[src/rtl/ud_counter_hex7_if.sv]
// Board-side bundle for the up/down hex counter: direction switch in,
// count value and 7-segment pattern out.
interface ud_counter_hex7_if;
    logic       x;
    logic [3:0] out;
    logic [6:0] display;

    // Driver side: board switch logic, display consumer.
    modport master (
        output x,
        input  out,
        input  display
    );

    // Counter side.
    modport slave (
        input  x,
        output out,
        output display
    );
endinterface

[src/rtl/ud_counter_hex7.sv]
// 4-bit synchronous up/down counter with a hexadecimal 7-segment decoder.
// Optional feature macro: UD_COUNTER_BCD_EN (decimal 0..9 counting when defined).
// SEG_ACTIVE_LOW=1 inverts every display bit for common-anode panels.
module ud_counter_hex7 #(
    parameter bit SEG_ACTIVE_LOW = 1'b0
) (
    input logic             cp,
    input logic             reset,
    ud_counter_hex7_if.slave bus
);

    logic [3:0] count_q;
    logic [3:0] count_d;
    logic [6:0] seg;

    // Next count: +1 when x is high, -1 when low, wrapping at the range ends.
    always_comb begin
        count_d = count_q;
`ifdef UD_COUNTER_BCD_EN
        // Out-of-range values (A..F) recover to the wrap target of the direction.
        if (bus.x) begin
            count_d = (count_q >= 4'd9) ? 4'd0 : count_q + 4'd1;
        end else begin
            count_d = (count_q == 4'd0 || count_q > 4'd9) ? 4'd9 : count_q - 4'd1;
        end
`else
        if (bus.x) begin
            count_d = count_q + 4'd1;
        end else begin
            count_d = count_q - 4'd1;
        end
`endif
    end

    // Count register; synchronous active-low reset overrides direction.
    always_ff @(posedge cp) begin
        if (!reset) begin
            count_q <= 4'h0;
        end else begin
            count_q <= count_d;
        end
    end

    // Hex decoder, segments ordered {a,b,c,d,e,f,g}, active-high before polarity.
    always_comb begin
        seg = 7'b0000000;
        case (count_q)
            4'h0:    seg = 7'b1111110;
            4'h1:    seg = 7'b0110000;
            4'h2:    seg = 7'b1101101;
            4'h3:    seg = 7'b1111001;
            4'h4:    seg = 7'b0110011;
            4'h5:    seg = 7'b1011011;
            4'h6:    seg = 7'b1011111;
            4'h7:    seg = 7'b1110000;
            4'h8:    seg = 7'b1111111;
            4'h9:    seg = 7'b1111011;
            4'hA:    seg = 7'b1110111;
            4'hB:    seg = 7'b0011111;
            4'hC:    seg = 7'b1001110;
            4'hD:    seg = 7'b0111101;
            4'hE:    seg = 7'b1001111;
            4'hF:    seg = 7'b1000111;
            // Unknown count blanks the digit.
            default: seg = 7'b0000000;
        endcase
    end

    assign bus.out     = count_q;
    assign bus.display = SEG_ACTIVE_LOW ? ~seg : seg;

endmodule

[src/flat_wrapper.sv]
// flat-port wrapper written by rule: the top's interface ports become plain ports
module ud_counter_hex7_flat 
#(
    parameter bit SEG_ACTIVE_LOW = 1'b0
)
  (cp, reset, bus_x, bus_out, bus_display);
  ud_counter_hex7_if bus_i ();
  input logic cp;
  input logic reset;
  input wire logic [$bits(bus_i.x)-1:0] bus_x;
  output wire logic [$bits(bus_i.out)-1:0] bus_out;
  output wire logic [$bits(bus_i.display)-1:0] bus_display;
  assign bus_i.x = bus_x;
  assign bus_out = bus_i.out;
  assign bus_display = bus_i.display;
  ud_counter_hex7 #(.SEG_ACTIVE_LOW(SEG_ACTIVE_LOW)) u_core (.cp(cp), .reset(reset), .bus(bus_i));
endmodule
[config.mk]
export PLATFORM = sky130hd
export DESIGN_NAME = ud_counter_hex7_flat
export DESIGN_NICKNAME = d
export VERILOG_FILES = /design/src/rtl/ud_counter_hex7_if.sv /design/src/rtl/ud_counter_hex7.sv /design/src/flat_wrapper.sv
export SDC_FILE = /design/constraint.sdc
export NUM_CORES = 1
export LEC_CHECK = 0
export BUFFER_PORTS_ARGS = -buffer_cell sky130_fd_sc_hd__buf_2
export CORE_MARGIN = 2
export CORE_UTILIZATION = 45
export DETAILED_ROUTE_END_ITERATION = 10
export PLACE_DENSITY = 0.68
export SETUP_SLACK_MARGIN = 0.05
export SLEW_MARGIN = 5
export SYNTH_ARGS = -nofsm -noshare
export SYNTH_HDL_FRONTEND = slang
export SYNTH_SLANG_ARGS = --single-unit
[constraint.sdc]
create_clock -name cp -period 4.8 [get_ports cp]
set_input_delay 0 -clock cp [delete_from_list [all_inputs] [get_ports cp]]
set_output_delay 0 -clock cp [all_outputs]
set_load 0.01 [all_outputs]
==> results.md, run 1 <==
Route
- initial detailed-routing violation count: 4
- DR vias: 513
- number of design rule violations left after detail routing: 0
- Via-to-Cell Ratio: 4.98
- Final Routed Wirelength: 1170 um
- first drt pass iteration count: 3
- Antenna Violating Nets Remaining: 0
- average wire length per cell after detail routing: 11.4 um

Critical path
- Critical Path Max Stage Delay: 0.58 ns
- Worst EP arrival: 2.25 ns
- worst reg-to-reg setup slack: 2.71 ns
- cell-by-cell trace of the critical path: inv_1, fa_1, nand2b_1, ha_1, nand3_1, a21boi_1, mux2_4
- Max Fanout on Critical Path: 5
- required time of the critical path: 4.96 ns
- startpoint of the most critical register-to-register path: u_core.bus.out[0]
- Buffers & Inverters on Critical Path: 1
- worst setup path class: reg -> reg
- Critical-path top delay cell: fa_1
- Critical Path Start Type: flip-flop
- critical path endpoint category: flip-flop
- beginning of the critical path: u_core.bus.out[0]
- delay-heaviest family, CP: adder cells

Global route
- vias in the first global route: 493
- grt total ovfl: 0
- global-route usage over all layers: 15.2%
- wire length of the first global-routing pass: 2100 um
- number of antenna violations at the first check in global routing: 0
- largest net degree at the start of global routing: 13

Synthesis
- number of distinct library cells after synthesis: 27
- Cell Area, Synth: 678 um2
- count of yosys warnings during synthesis: 0
- Seq/Total Area, Yosys: 32.5%
- nets in the synthesized netlist: 84
- Synth Instances: 71
- flop and latch count out of synthesis: 11
- mean instance size in the synthesized netlist: 9.55 um2

STA
- count of final hold-check violations: 0
- maximum frequency from static timing analysis: 479 MHz
- Setup Skew: 0.00215 ns
- count of endpoints failing setup in the final report: 0
- setup TNS: 0 ns
- ratio of final minimum period to clock period: 43.5%
- setup repair after global routing missed its margin: no
- remaining max-slew budget at the tightest pin: 73.4%
- shortest period the worst path allows: 2.09 ns
- slew at the pin closest to its max-slew limit: 0.397 ns
- count of final max-slew check failures: 0

Final layout
- most frequent standard cell in the layout excluding fill and tap cells: buf_2
- diode count: 0
- share of cells above drive strength 1: 27.6%
- Synth-to-Final Area Change: 14.8%
- number of nets at the end of the flow: 101
- most frequent cells in the layout: buf_2 (13), dfxtp_1 (11), inv_1 (10), ha_1 (9)
- post-route cell area: 778 um2

Status
- status: finished clean

CTS
- number of clock sinks: 11
- insertion delay to the later sink of the worst-skew pair: 0.27 ns
- number of buffers inserted by hold repair at cts: 0
- H-tree depth: 1
- buffer type at the clock tree root: clkbuf_4
- CTS tree: yes
- TritonCTS buffer count: 3
- number of buffers inserted by post-CTS setup repair: 0
- Gates resized, CTS repair: 0
- maximum buffer depth of the clock tree: 2
- Reg clk slew, reported paths: 0.07 ns

Hold path
- Min-Delay Startpoint: reset
- worst hold path type: in -> reg

Floorplan
- boundary pin count: 14
- effective utilization at floorplan: 46.6%
- # rows: 14
- x dimension of the die: 42.8 um
- die span in y: 42.8 um
- total core area: 0.00145 mm2
- Die ar.: 0.00183 mm2

Pwr
- Cell Pwr Density: 445 mW/mm2
- worst IR drop on VDD: 225 uV
- leakage power: 0.424 nW

Flow run
- reported max-cap violation count: 0

Place
- placed inst area: 752 um2
- global placement routability congestion: 0.773
- total of buffers placed on input and output ports: 13
- Detailed Place HPWL: 985 um

worst reg2reg max path: cells and delay by family, from the launching register on:
kind / cells / cell delay [ns]
fa+ha+maj: 2 / 0.78
flops: 1 / 0.35
simple gates: 2 / 0.34
mux: 1 / 0.25
compound gates: 1 / 0.15
buf+inv: 1 / 0.10
layout make-up:
| class | count | area [um2] |
|---|---|---|
| fillers | 149 | 676 |
| flip-flops and latches | 11 | 220 |
| inverters | 11 | 41.3 |
| well taps | 16 | 20.0 |
| multi-input cells | 48 | 405 |
| repair buffers | 13 | 65.1 |
| clock buffers | 4 | 26.3 |
cells in the mapped netlist (all sizes together):
cell type | instances | area, um2
mux2i | 5 | 50.1
mux2 | 1 | 15.0
and2 | 1 | 7.51
a221oi | 1 | 8.76
a21boi | 1 | 7.51
dfxtp | 11 | 220
a21oi | 5 | 25.0
and3 | 1 | 6.26
nor2 | 4 | 15.0
nand2b | 2 | 12.5
xor2 | 1 | 8.76
nand3 | 5 | 42.5
a21o | 1 | 8.76
fa | 1 | 20.0
buf | 1 | 11.3
inv | 11 | 41.3
nand4 | 1 | 6.26
nand2 | 3 | 13.8
ha | 9 | 113
and4 | 1 | 8.76
o21ai | 4 | 20.0
xnor2 | 1 | 16.3
flip-flops by register name, indices dropped and copies added, names as in the netlist:
register	cells
u_core.bus.display	7
u_core.bus.out	4
metrics by stage:
stage               total power, mW  hold WS [ns]  util [%]  setup slack [ns]  cells
floorplan                     0.244         0.173         -              2.84     71
global placement              0.284         0.315      51.7              2.78     99
detailed placement            0.288         0.314      51.7              2.72     99
CTS                           0.351        0.0366      53.5              2.71    103
global route                  0.375        0.0618      53.5              2.58    103
finish                        0.346        0.0361      53.5              2.71    103
power by group:
part	internal, mW	leakage, nW	switching, mW
clock network	0.0322	0.0150	0.0306
logic	0.0700	0.317	0.0892
registers	0.117	0.0919	0.00729
total	0.219	0.424	0.127
final timing paths:
path	to	depth (start not counted)
worst max-delay path	u_core.bus.display[6]	7
worst min-delay path	u_core.bus.display[2]	2
worst max register to register	u_core.bus.display[6]	7
worst min register to register	u_core.bus.display[5]	3
layer usage:
layer / global-route usage, % / share of wire (%)
met1: 18.1 / 45
met2: 26.1 / 50
met3: 3.83 / 3.2
met4: 5.63 / 1.4
met5: 0 / 0
cell families after synthesis:
| logic type | synth area share [%] |
|---|---|
| buffers and inverters | 7.75 |
| AOI/OAI and AO/OA | 10.3 |
| and+or+nand+nor | 16.6 |
| muxes | 9.59 |
| adders and majority gates | 19.6 |
| DFF | 32.5 |
| xor gates and xnor gates | 3.69 |
No activity file was read; power rests on OpenSTA's default activity.
==> run 2, diff against run 1 <==
- clock period: 4.8 -> 2.1 ns (I/O delays scaled with it)
==> run 2 against run 1 <==
Effect of this change: critical path depth unchanged; final area grew 2.4%; die area unchanged; fmax up 6.5%; register-to-register slack lost 2.6 ns; clock power grew 130%; first-iteration DRC count increased to 6.0 times the previous value; utilization up 1.3 points; hold slack better by 0.040 ns; largest cell class unchanged; largest power group unchanged.
==> results.md, run 2 (same netlist as run 1, synthesis figures left out) <==
Global route
- global-route usage over all layers: 14.2%, was 15.2%
- Most Used Layer, Global Route: met2, unchanged
- grt total ovfl: 0, unchanged
- met1 track demand over resource: 17.6%, was 18.1%
- met3 GRT Util: 2.55%, was 3.83%
- global routing met2 resource utilization: 23.9%, was 26.1%
- wire length of the first global-routing pass: 2000 um, was 2100 um
- vias in the first global route: 465, was 493
- number of antenna violations at the first check in global routing: 0, unchanged
- largest net degree at the start of global routing: 13, unchanged

Final layout
- Post-Layout Cell Count: 103, unchanged
- diode count: 0, unchanged
- max FFs per register: 7, unchanged
- most frequent standard cell in the layout excluding fill and tap cells: buf_2, unchanged
- share of cells above drive strength 1: 33.3%, was 27.6%
- most frequent cells in the layout: buf_2 (13), dfxtp_1 (10), inv_1 (9), ha_1 (8), was buf_2 (13), dfxtp_1 (11), inv_1 (10), ha_1 (9)
- number of nets at the end of the flow: 101, unchanged
- Synth-to-Final Area Change: 17.5%, was 14.8%

CTS
- H-tree depth: 1, unchanged
- number of buffers inserted by post-CTS setup repair: 0, unchanged
- number of clock sinks: 11, unchanged
- TritonCTS buffer count: 3, unchanged
- maximum buffer depth of the clock tree: 2, unchanged
- CTS tree: yes, unchanged
- buffer type at the clock tree root: clkbuf_4, unchanged
- insertion delay to the later sink of the worst-skew pair: 0.27 ns, about the same
- Reg clk slew, reported paths: 0.08 ns, was 0.07 ns

Floorplan
- boundary pin count: 14, unchanged
- Die ar.: 0.00183 mm2, unchanged
- die span in y: 42.8 um, unchanged
- effective utilization at floorplan: 46.6%, unchanged
- x dimension of the die: 42.8 um, unchanged
- total core area: 0.00145 mm2, unchanged
- # rows: 14, unchanged

Route
- initial detailed-routing violation count: 24, was 4
- DR vias: 518, was 513
- number of design rule violations left after detail routing: 0, unchanged
- Via-to-Cell Ratio: 5.03, was 4.98
- first drt pass iteration count: 4, was 3
- Antenna Violating Nets Remaining: 0, unchanged
- Final Routed Wirelength: 1180 um, was 1170 um
- average wire length per cell after detail routing: 11.5 um, was 11.4 um

Critical path
- required time of the critical path: 2.25 ns, was 4.96 ns
- Max Fanout on Critical Path: 5, unchanged
- Critical-path top delay cell: fa_1, unchanged
- Worst EP arrival: 2.11 ns, was 2.25 ns
- cell-by-cell trace of the critical path: inv_1, fa_1, nand2b_4, ha_1, nand3_1, a21boi_1, mux2_4, was inv_1, fa_1, nand2b_1, ha_1, nand3_1, a21boi_1, mux2_4
- Critical Path Start Type: flip-flop, unchanged
- Critical Path Max Stage Delay: 0.60 ns, was 0.58 ns
- worst setup path class: reg -> reg, unchanged
- critical path endpoint category: flip-flop, unchanged

STA
- slew at the pin closest to its max-slew limit: 0.410 ns, was 0.397 ns
- remaining max-slew budget at the tightest pin: 72.5%, was 73.4%
- setup TNS: 0 ns, unchanged
- Setup Skew: 0.00730 ns, was 0.00215 ns
- shortest period the worst path allows: 1.96 ns, was 2.09 ns
- count of final hold-check violations: 0, unchanged
- ratio of final minimum period to clock period: 93.3%, was 43.5%
- setup repair after global routing missed its margin: no, unchanged
- count of endpoints failing setup in the final report: 0, unchanged
- count of final max-slew check failures: 0, unchanged
- maximum frequency from static timing analysis: 510 MHz, was 479 MHz

Place
- Detailed Place HPWL: 918 um, was 985 um
- total of buffers placed on input and output ports: 13, unchanged
- number of placed cells counting well taps: 99, unchanged
- global placement routability congestion: 0.776, was 0.773

Pwr
- Cell Pwr Density: 1020 mW/mm2, was 445 mW/mm2
- leakage power: 0.434 nW, was 0.424 nW
- worst IR drop on VDD: 534 uV, was 225 uV

Status
- status: finished clean, unchanged

Hold path
- worst hold path type: in -> reg, unchanged

Flow run
- reported max-cap violation count: 0, unchanged

[run 2: stage by stage]
step	hold WS, ns	setup slack, ns	total power, mW	utilization [%]	area (um2)
floorplan	0.173	0.138	0.558	-	678
global placement	0.314	0.0790	0.650	51.7	752
detailed placement	0.314	0.0325	0.657	51.7	752
CTS	0.0419	0.0903	0.806	53.7	781
global route	0.0755	0.0568	0.870	54.8	797
finish	0.0759	0.141	0.809	54.8	797
[run 2: path summary, 6_finish.rpt]
path,from,to,slack (ns),cells past startpoint
max,u_core.bus.out[1],u_core.bus.display[6],0.14,7
min,reset,u_core.bus.display[2],0.08,2
max reg2reg,u_core.bus.out[1],u_core.bus.display[6],0.14,7
min reg2reg,u_core.bus.out[0],u_core.bus.display[5],0.67,3
[run 2: where the power goes]
part           switching (mW)  internal [mW]
clock                  0.0722         0.0734
combinational           0.208          0.170
sequential             0.0177          0.268
total                   0.298          0.511
[run 2: per-layer routing]
layer,vias up,routed length (um)
met4,0,0
met3,0,30
li1,274,-
met2,8,591
met5,-,0
met1,236,559
[run 2: critical path, delay by kind of cell (launching register included)]
kind            cells  cell delay [ns]
compound gates      1             0.16
fa+ha+maj           2             0.76
buf+inv             1             0.06
flops               1             0.35
mux                 1             0.25
simple gates        2             0.28
[run 2: final cells by class]
cell class,count,area (um2)
Multi-Input combinational cell,48,423
Fill cell,128,657
Inverter,11,41.3
Timing Repair Buffer,13,65.1
Tap cell,16,20.0
Sequential cell,11,221
Clock buffer,4,26.3
[run 2: timing repair]
| item | in CTS | in global routing |
|---|---|---|
| resized for setup | 1 | 5 |
| hold buffers | 0 | 0 |
| setup endpoints to repair | 2 | 5 |
| pin swaps | 0 | 1 |
==> run 3, diff against run 2 <==
- ABC_AREA: not set -> 1
- CAP_MARGIN: not set -> 5
- PLACE_DENSITY: 0.68 -> 0.67
==> run 3 against run 2 <==
Effect of this change: count of clock-buffer cells in the layout is the same; synthesized area grew 8.9%; critical endpoint unchanged; sequential cell count is the same.
==> results.md, run 3 <==
Final layout
- max FFs per register: 7, unchanged
- post-route cell area: 841 um2, was 797 um2
- Synth-to-Final Area Change: 13.9%, was 17.5%
- diode count: 0, unchanged
- most frequent standard cell in the layout excluding fill and tap cells: nand2_1, was buf_2
- share of cells above drive strength 1: 18.4%, was 33.3%
- Post-Layout Cell Count: 141, was 103
- number of nets at the end of the flow: 139, was 101
- Filler cells: 152, was 128
- most frequent cells in the layout: nand2_1 (47), inv_1 (16), buf_2 (13), dfxtp_1 (11), was buf_2 (13), dfxtp_1 (10), inv_1 (9), ha_1 (8)
- area taken by flip-flops and latches: 220 um2, was 221 um2
- area of the multi-input gates: 445 um2, was 423 um2

Place
- worst slack at placement: 0.121 ns, was 0.0325 ns
- number of placed cells counting well taps: 137, was 99
- global placement routability congestion: 0.800, was 0.776
- total of buffers placed on input and output ports: 13, unchanged
- placed inst area: 807 um2, was 752 um2
- Detailed Place HPWL: 1020 um, was 918 um

Global route
- grt total ovfl: 0, unchanged
- vias in the first global route: 510, was 465
- global-route usage over all layers: 14.6%, was 14.2%
- largest net degree at the start of global routing: 14, was 13
- wire length of the first global-routing pass: 2120 um, was 2000 um
- number of antenna violations at the first check in global routing: 0, unchanged

Critical path
- Crit path depth: 10, was 7
- required time of the critical path: 2.31 ns, was 2.25 ns
- FF-to-FF path depth: 10, was 7
- Critical Path Start Type: flip-flop, unchanged
- worst reg2reg endpoint: u_core.bus.display[6], unchanged
- Buffers & Inverters on Critical Path: 3, was 1
- Critical Path Max Stage Delay: 0.56 ns, was 0.60 ns
- beginning of the critical path: u_core.bus.out[0], was u_core.bus.out[1]
- worst reg-to-reg setup slack: 0.23 ns, was 0.14 ns
- worst setup path class: reg -> reg, unchanged
- critical path endpoint category: flip-flop, unchanged
- Max Fanout on Critical Path: 5, unchanged
- cell-by-cell trace of the critical path: inv_1, fa_1, nor2_4, inv_1, ha_1, inv_1, nand2_1, o21ai_0, nand2_1, nand2_1, was inv_1, fa_1, nand2b_4, ha_1, nand3_1, a21boi_1, mux2_4
- delay-heaviest family, CP: adder cells, unchanged
- startpoint of the most critical register-to-register path: u_core.bus.out[0], was u_core.bus.out[1]
- Worst EP arrival: 2.09 ns, was 2.11 ns
- Critical-path top delay cell: fa_1, unchanged

STA
- Setup Skew: 0.00303 ns, was 0.00730 ns
- least setup slack across all paths after layout: 0.225 ns, was 0.141 ns
- ratio of final minimum period to clock period: 89.3%, was 93.3%
- remaining max-slew budget at the tightest pin: 83.4%, was 72.5%
- shortest period the worst path allows: 1.87 ns, was 1.96 ns
- setup repair after global routing missed its margin: no, unchanged
- slew at the pin closest to its max-slew limit: 0.248 ns, was 0.410 ns
- count of final max-slew check failures: 0, unchanged
- count of endpoints failing setup in the final report: 0, unchanged
- setup TNS: 0 ns, unchanged
- count of final hold-check violations: 0, unchanged
- maximum frequency from static timing analysis: 533 MHz, was 510 MHz

Route
- routed length on met1: 660 um, was 559 um
- Via-to-Cell Ratio: 4.70, was 5.03
- wire length on met3: 48 um, was 30 um
- average wire length per cell after detail routing: 8.80 um, was 11.5 um
- DR vias: 662, was 518
- metal2 WL: 506 um, was 591 um
- Antenna Violating Nets Remaining: 0, unchanged
- Final Routed Wirelength: 1240 um, was 1180 um
- first drt pass iteration count: 4, unchanged
- uppermost metal layer occupied by signal nets: met4, was met3
- initial detailed-routing violation count: 12, was 24
- number of design rule violations left after detail routing: 0, unchanged

Synthesis
- count of yosys warnings during synthesis: 0, unchanged
- library cell with the highest instance count after synthesis: nand2_1, was dfxtp_1
- EDFF count, synth: 0, unchanged
- number of distinct library cells after synthesis: 16, was 27
- share of synthesized flip-flops with an asynchronous set or reset: 0%, unchanged
- dominant register cell in the synthesized netlist: dfxtp_1, unchanged
- top cells by count, synth: nand2_1 (47), inv_1 (16), dfxtp_1 (11), was dfxtp_1 (11), inv_1 (10), ha_1 (9)
- nets in the synthesized netlist: 123, was 84
- Cell Area, Synth: 738 um2, was 678 um2
- mean instance size in the synthesized netlist: 6.71 um2, was 9.55 um2
- Yosys top cell by area: dfxtp_1, unchanged
- Synth Instances: 110, was 71
- flop and latch count out of synthesis: 11, unchanged
- top post-synthesis cells by area: dfxtp_1 (30%), nand2_1 (24%), ha_1 (15%), inv_1 (8.1%), nand3_1 (6.1%), was dfxtp_1 (32%), ha_1 (17%), mux2i_1 (7.4%), inv_1 (5.5%), a21oi_1 (3.7%)
- Seq/Total Area, Yosys: 29.8%, was 32.5%
- area share of the largest cell type after synthesis: 29.8%, was 32.5%

Floorplan
- boundary pin count: 14, unchanged
- Die ar.: 0.00198 mm2, was 0.00183 mm2
- # rows: 14, unchanged
- effective utilization at floorplan: 48.4%, was 46.6%
- x dimension of the die: 44.5 um, was 42.8 um
- total core area: 0.00152 mm2, was 0.00145 mm2
- die span in y: 44.5 um, was 42.8 um

CTS
- number of buffers inserted by post-CTS setup repair: 0, unchanged
- number of buffers inserted by hold repair at cts: 0, unchanged
- CTS tree: yes, unchanged
- TritonCTS buffer count: 3, unchanged
- maximum buffer depth of the clock tree: 2, unchanged
- Gates resized, CTS repair: 0, was 1
- buffer type at the clock tree root: clkbuf_4, unchanged
- Reg clk slew, reported paths: 0.07 ns, was 0.08 ns
- insertion delay to the later sink of the worst-skew pair: 0.27 ns, about the same
- number of clock sinks: 11, unchanged
- H-tree depth: 1, unchanged

Flow run
- reported max-cap violation count: 0, unchanged

Pwr
- leakage power: 0.501 nW, was 0.434 nW
- Cell Pwr Density: 885 mW/mm2, was 1020 mW/mm2
- worst IR drop on VDD: 370 uV, was 534 uV

Hold path
- worst-case hold path end point: u_core.bus.display[6], was u_core.bus.display[2]
- number of cells on the worst hold path: 3, was 2
- worst hold path type: in -> reg, unchanged
- Min-Delay Startpoint: reset, unchanged

Status
- status: finished clean, unchanged

-- run 3: stage by stage --
step	total power [mW]	hold slack (ns)	util (%)
after floorplan	0.519	0.136	-
after global placement	0.600	0.388	53.0
after detailed placement	0.602	0.381	53.0
after CTS	0.746	0.0990	54.7
after global routing	0.813	0.121	55.2
final	0.744	0.103	55.2
-- run 3: where the power goes --
part / total (mW) / leakage [nW] / switching [mW] / internal [mW]
Combinational: 0.324 / 0.393 / 0.202 / 0.122
Sequential: 0.277 / 0.0924 / 0.0151 / 0.262
Clock: 0.143 / 0.0150 / 0.0699 / 0.0735
Total: 0.744 / 0.501 / 0.287 / 0.458
-- run 3: worst max-delay path by stage --
stage | endpoint
after floorplan | u_core.bus.display[6]
after global placement | u_core.bus.display[6]
after detailed placement | u_core.bus.display[6]
after CTS | u_core.bus.display[6]
after global routing | u_core.bus.display[6]
final | u_core.bus.display[6]
-- run 3: final cells by class --
class | count | area share (%)
clock buffer | 4 | 3.13
inverter | 17 | 7.59
multi-input combinational | 80 | 53.0
sequential | 11 | 26.2
tap | 16 | 2.38
timing repair buffer | 13 | 7.74
-- run 3: logic make-up after synthesis --
| group | after synthesis | share of synthesized area [%] |
|---|---|---|
| AOI/OAI and AO/OA | 1 | 0.677 |
| adders and majority gates | 10 | 18.0 |
| buffers and inverters | 19 | 10.8 |
| DFF | 11 | 29.8 |
| and+or+nand+nor | 69 | 40.7 |
-- run 3: layer usage --
| metal | global-route usage, % | up-vias |
|---|---|---|
| met4 | 9.09 | 0 |
| met2 | 20.3 | 15 |
| met1 | 20.7 | 279 |
| li1 | - | 364 |
| met3 | 2.45 | 4 |
| met5 | 0 | - |
-- run 3: worst register-to-register path, delay by kind of cell, from the launching register on --
family / cells / cell delay [ns]
flip-flops: 1 / 0.34
buffers and inverters: 3 / 0.23
adder cells (fa/ha/maj): 2 / 0.78
AO/OA/AOI/OAI: 1 / 0.08
AND/OR/NAND/NOR: 4 / 0.39
